**config.mk**
```make
export PLATFORM = sky130hd
export DESIGN_NAME = demux_stream
export DESIGN_NICKNAME = d
export VERILOG_FILES = /design/src/rtl/demux_pkg.sv /design/src/rtl/demux_slot.sv /design/src/rtl/demux_stream.sv
export SDC_FILE = /design/constraint.sdc
export NUM_CORES = 1
export LEC_CHECK = 0
export ABC_AREA = 1
export BUFFER_PORTS_ARGS = -buffer_cell sky130_fd_sc_hd__buf_2
export CAP_MARGIN = 20
export CORE_AREA = 2 2 51 101
export DETAILED_ROUTE_END_ITERATION = 10
export DIE_AREA = 0 0 53 103
export MAX_ROUTING_LAYER = met4
export PLACE_DENSITY = 0.65
export RECOVER_POWER = 25
export SYNTH_ARGS = -nofsm -noshare
export SYNTH_HDL_FRONTEND = slang
export SYNTH_SLANG_ARGS = --single-unit
export TNS_END_PERCENT = 50
```
**constraint.sdc**
```tcl
create_clock -name clk -period 3.7 [get_ports clk]
set_input_delay 0.74 -clock clk [delete_from_list [all_inputs] [get_ports clk]]
set_output_delay 0.74 -clock clk [all_outputs]
set_load 0.1 [all_outputs]
```
**src/rtl/demux_pkg.sv**
```systemverilog
// Shared constants for the stream demultiplexer: mode encodings and the
// supported output channel range.
package demux_pkg;

    localparam logic MODE_ADDR = 1'b0;
    localparam logic MODE_SCAN = 1'b1;

    localparam int N_MIN = 2;
    localparam int N_MAX = 16;

endpackage

```
**src/rtl/demux_slot.sv**
```systemverilog
// One-entry output slot: holds a single word with its valid flag.
// A load wins over a drain, so a word can pass straight through every cycle.
module demux_slot #(
    parameter int W = 8
) (
    input  logic         clk,
    input  logic         rst,
    input  logic         load,
    input  logic         drain,
    input  logic [W-1:0] d,
    output logic [W-1:0] q,
    output logic         valid
);

    // data register: captures on load, otherwise keeps its last word
    always_ff @(posedge clk or posedge rst) begin
        if (rst) begin
            q <= '0;
        end else if (load) begin
            q <= d;
        end else begin
            q <= q;
        end
    end

    // occupancy flag: set by load, cleared only by a drain without a load
    always_ff @(posedge clk or posedge rst) begin
        if (rst) begin
            valid <= 1'b0;
        end else if (load) begin
            valid <= 1'b1;
        end else if (drain) begin
            valid <= 1'b0;
        end else begin
            valid <= valid;
        end
    end

endmodule

```
**src/rtl/demux_stream.sv**
```systemverilog
// Stream demultiplexer: routes each accepted input word to one of N one-entry
// channel slots, chosen by an explicit select or by an auto-incrementing pointer.
module demux_stream
    import demux_pkg::*;
#(
    parameter int W  = 8,
    parameter int N  = 4,
    parameter int SW = $clog2(N)
) (
    input  logic           clk,
    input  logic           rst,
    input  logic [W-1:0]   d,
    input  logic           in_valid,
    output logic           in_ready,
    input  logic [SW-1:0]  s,
    input  logic           mode,
    output logic [N*W-1:0] y,
    output logic [N-1:0]   y_valid,
    input  logic [N-1:0]   y_ready,
    output logic [SW-1:0]  ptr,
    output logic           err
);

    localparam logic [SW:0]   N_LIM    = (SW+1)'(N);
    localparam logic [SW-1:0] PTR_LAST = SW'(N - 1);

    if (N < N_MIN || N > N_MAX) begin : g_bad_n
        $error("demux_stream: N outside supported range");
    end

    logic [SW-1:0] r_ptr;
    logic          r_err;
    logic [SW-1:0] w_t;
    logic          w_oor;
    logic          w_in_ready;
    logic          w_accept;
    logic [N-1:0]  w_load;
    logic [N-1:0]  w_drain;

    assign w_t      = (mode == MODE_SCAN) ? r_ptr : s;
    assign w_oor    = ({1'b0, w_t} >= N_LIM);
    assign w_accept = in_valid & w_in_ready;
    assign w_drain  = y_valid & y_ready;
    assign in_ready = w_in_ready;
    assign ptr      = r_ptr;
    assign err      = r_err;

    // target slot readiness and per-slot load strobes; out-of-range targets always accept
    always_comb begin
        w_in_ready = 1'b1;
        w_load     = '0;
        for (int k = 0; k < N; k++) begin
            if (!w_oor && (w_t == SW'(k))) begin
                w_in_ready = ~y_valid[k] | y_ready[k];
                w_load[k]  = in_valid & (~y_valid[k] | y_ready[k]);
            end else begin
                w_load[k]  = 1'b0;
            end
        end
    end

    // scan pointer: advances only on a scan-mode accept, wrapping at N-1
    always_ff @(posedge clk or posedge rst) begin
        if (rst) begin
            r_ptr <= '0;
        end else if (w_accept && (mode == MODE_SCAN)) begin
            r_ptr <= (r_ptr == PTR_LAST) ? '0 : r_ptr + SW'(1);
        end else begin
            r_ptr <= r_ptr;
        end
    end

    // dropped-word flag: one-cycle pulse after an out-of-range accept
    always_ff @(posedge clk or posedge rst) begin
        if (rst) begin
            r_err <= 1'b0;
        end else begin
            r_err <= w_accept & w_oor;
        end
    end

    for (genvar g = 0; g < N; g++) begin : g_slot
        demux_slot #(
            .W(W)
        ) u_slot (
            .clk   (clk),
            .rst   (rst),
            .load  (w_load[g]),
            .drain (w_drain[g]),
            .d     (d),
            .q     (y[g*W +: W]),
            .valid (y_valid[g])
        );
    end

endmodule

```
==> impl_metrics.csv <==
group,metric,value,unit
outcome,outcome,"complete, but fails checks",
outcome,violations,"capacitance limit, slew limit",
finish,final_area,2080,um^2
critical_path,worst_ep_arrival_time,1.94,ns
critical_path,path_max_fanout,6,
worst_hold_path,worstHoldStart,"g_slot[0].u_slot.q[7]",
critical_path,crit_slowest_cell,"buf_2",
drt,highest_layer,"met4",
finish,n_fill_cell,500,
synthesis,synth_area_per_cell,9.47,um^2
worst_hold_path,worst_hold_path_type,"reg2reg",
drt,wl_met3,245,um
drt,ant_nets,0,
synthesis,synth_area_leaders,"dfrtp_1 56%, nand2_1 11%, o21ai_0 7.0%",
synthesis,syn_area,1700,um^2
timing,fmaxAchievable,0.373,GHz
drt,drc,0,
floorplan,design.core.area,4730,um^2
floorplan,rows,36,
critical_path,r2r_setup_slack,2.32,ns
drt,wl_per_cell,11.7,um
synthesis,yosysWarnings,0,
finish,final_nets,254,
critical_path,required,2.96,ns
place,dpl_cell_area,1990,um^2
critical_path,cp_num_buf_inv,3,
drt,wl_met1,1630,um
timing,postLayoutSetupSlackWorst,1.02,ns
synthesis,ys_seq_elements,38,
clock_tree,cts_setup_buffers,0,
synthesis,synth-async-reset-ratio,1.00,
synthesis,synth-seq-area-share,0.558,
synthesis,synth_edf_count,0,
worst_hold_path,hold_path_depth,2,
finish,multiInputGateArea,589,um^2
place,dp.final_hpwl,2580,um
critical_path,setup.worst_path.class,"in2out",
drt,initialDrtViolationCount,24,
clock_tree,path_clk_slew,0.08,ns
timing,min_period_over_period,0.724,
place,gp_congestion,0.754,
floorplan,fp.dieH,103,um
finish,final_cells,293,
finish,drive_above_1_share,0.352,
global_route,grt_pass1_vias,1282,
critical_path,reg2regPathDepth,7,
critical_path,cp-start-kind,"primary input",
floorplan,floorplan.initialDensity,0.360,
place,numPortBuffers,56,
job,cap_violations,1,
timing,tightest_slew,1.97,ns
drt,via_count,1312,
finish,ff_latch_area,951,um^2
clock_tree,insertion_delay,0.28,ns
clock_tree,cts-buffers-inserted,5,
clock_tree,cts.htree.levels,2,
clock_tree,clockRootBuffer,"clkbuf_8",
timing,finalSetupViolCount,0,
synthesis,synth_most_common_cell,"nand2_1",
critical_path,crit_path_end_kind,"output port",
global_route,grt_antenna_before_repair,0,
floorplan,die_x,53,um
drt,via_per_inst,4.48,
finish,area_growth,22.3,%
timing,rsz0062_at_grt,"no",
finish,diodes,0,
synthesis,synth_largest_area_cell,"dfrtp_1",
synthesis,netlist_instances,180,
drt,wirelength,3430,um
global_route,grt_max_degree,39,
critical_path,reg2reg_from,"ptr[1]",
place,pre_cts_ws,1.02,ns
synthesis,synth_nets,199,
timing,final_max_slew_viol_count,39,
global_route,grt_first_pass_wirelength,5740,um
timing,period_needed,2.68,ns
clock_tree,cts_tree,"built",
clock_tree,clock_sinks,38,
drt,met2_length,1480,um
global_route,overflow,0,
timing,max_slew_margin,-0.311,
timing,final-hold-violation-count,0,
synthesis,ys_top_cells_by_count,"51 x nand2_1, 38 x dfrtp_1, 24 x inv_1, 24 x o21ai_0, 8 x o21ai_2",
timing,skew,0.00487,ns
floorplan,io_pins,58,
synthesis,synthFlopType,"dfrtp_1",
floorplan,die_area,5460,um^2
clock_tree,cts_hold_buf,0,
synthesis,netlist.area_leader.share,0.558,
critical_path,crit_chain,"buf_2, inv_2, nand2_1, nand2_4, nand3_1, nand3_1, nor2_2, buf_2",
critical_path,worstReg2RegEnd,"g_slot[3].u_slot.q[6]",
drt,firstDrtPassIters,4,
global_route,globalRouteTotalUtil,0.145,
synthesis,synth.distinct_cells,19,
critical_path,crit_family,"buffers and inverters",
clock_tree,cts.path.max_buffers,2,
clock_tree,cts_resized,0,
critical_path,max_stage_delay,0.44,ns
place,dp_cells,285,
worst_hold_path,min_to,"g_slot[0].u_slot.q[7]",
timing,fin_setup_tns,0,ns
[worst register-to-register path, stage by stage, from the launching register on]
cell and delay [ns]:
dfrtp_1 0.42, inv_1 0.06, nand2_1 0.10, nand2_4 0.10
nor2_4 0.15, nand3_4 0.23, nand2_1 0.16, o21ai_2 0.06
[how the worst max path moves through the flow]
stage / slack [ns] / end / cells past startpoint / from
floorplan: 0.68 / in_ready / 6 / ptr[0]
CTS: 1.01 / in_ready / 8 / mode
global route: 0.92 / g_slot[0].u_slot.q[3] / 3 / rst
detailed placement: 1.02 / in_ready / 8 / mode
global placement: 1.08 / in_ready / 9 / mode
finish: 1.02 / in_ready / 8 / mode
[cells by family (layout without fill, tap and decap cells)]
group | after synthesis | in the layout | synth area share
flops | 38 | 38 | 0.558
other cells | 1 | 1 | 0.00220
buf+inv | 34 | 90 | 0.0962
simple gates | 74 | 74 | 0.225
fa+ha+maj | 1 | 1 | 0.00734
compound gates | 32 | 32 | 0.112
[metrics by stage]
| stage | utilization | hold WS (ns) |
|---|---|---|
| after global placement | 0.421 | 0.461 |
| final | 0.441 | 0.485 |
| after CTS | 0.442 | 0.489 |
| after global routing | 0.441 | 0.506 |
| after floorplan | - | 0.630 |
| after detailed placement | 0.421 | 0.467 |
[area by class of cell]
| class | count | share of cell area |
|---|---|---|
| repair buffers | 57 | 0.136 |
| multi-input cells | 108 | 0.283 |
| flip-flops and latches | 38 | 0.456 |
| inverters | 25 | 0.0450 |
| clock inverters | 2 | 0.00600 |
| well taps | 57 | 0.0342 |
| clock buffers | 6 | 0.0396 |
[cells in the final DEF (no fill, tap or decap), drive strengths merged]
cell type,count
buf,56
clkbuf,7
clkinv,1
clkinvlp,1
conb,1
dfrtp,38
ha,1
inv,25
nand2,55
nand3,8
nand4,3
nor2,8
o21ai,32
[state kept, by name, indices dropped and copies added (netlist names)]
signal,cells
g_slot.u_slot.valid,4
g_slot.u_slot.q,32
ptr,2
[routing by layer]
metal,GRT usage,vias up
met4,0.0572,0
li1,-,665
met5,-,-
met1,0.202,587
met2,0.200,53
met3,0.0362,7
Power is left out: the tool's default activity adds up to more than one toggle a clock period on the data nets, which glitch-free logic cannot reach.
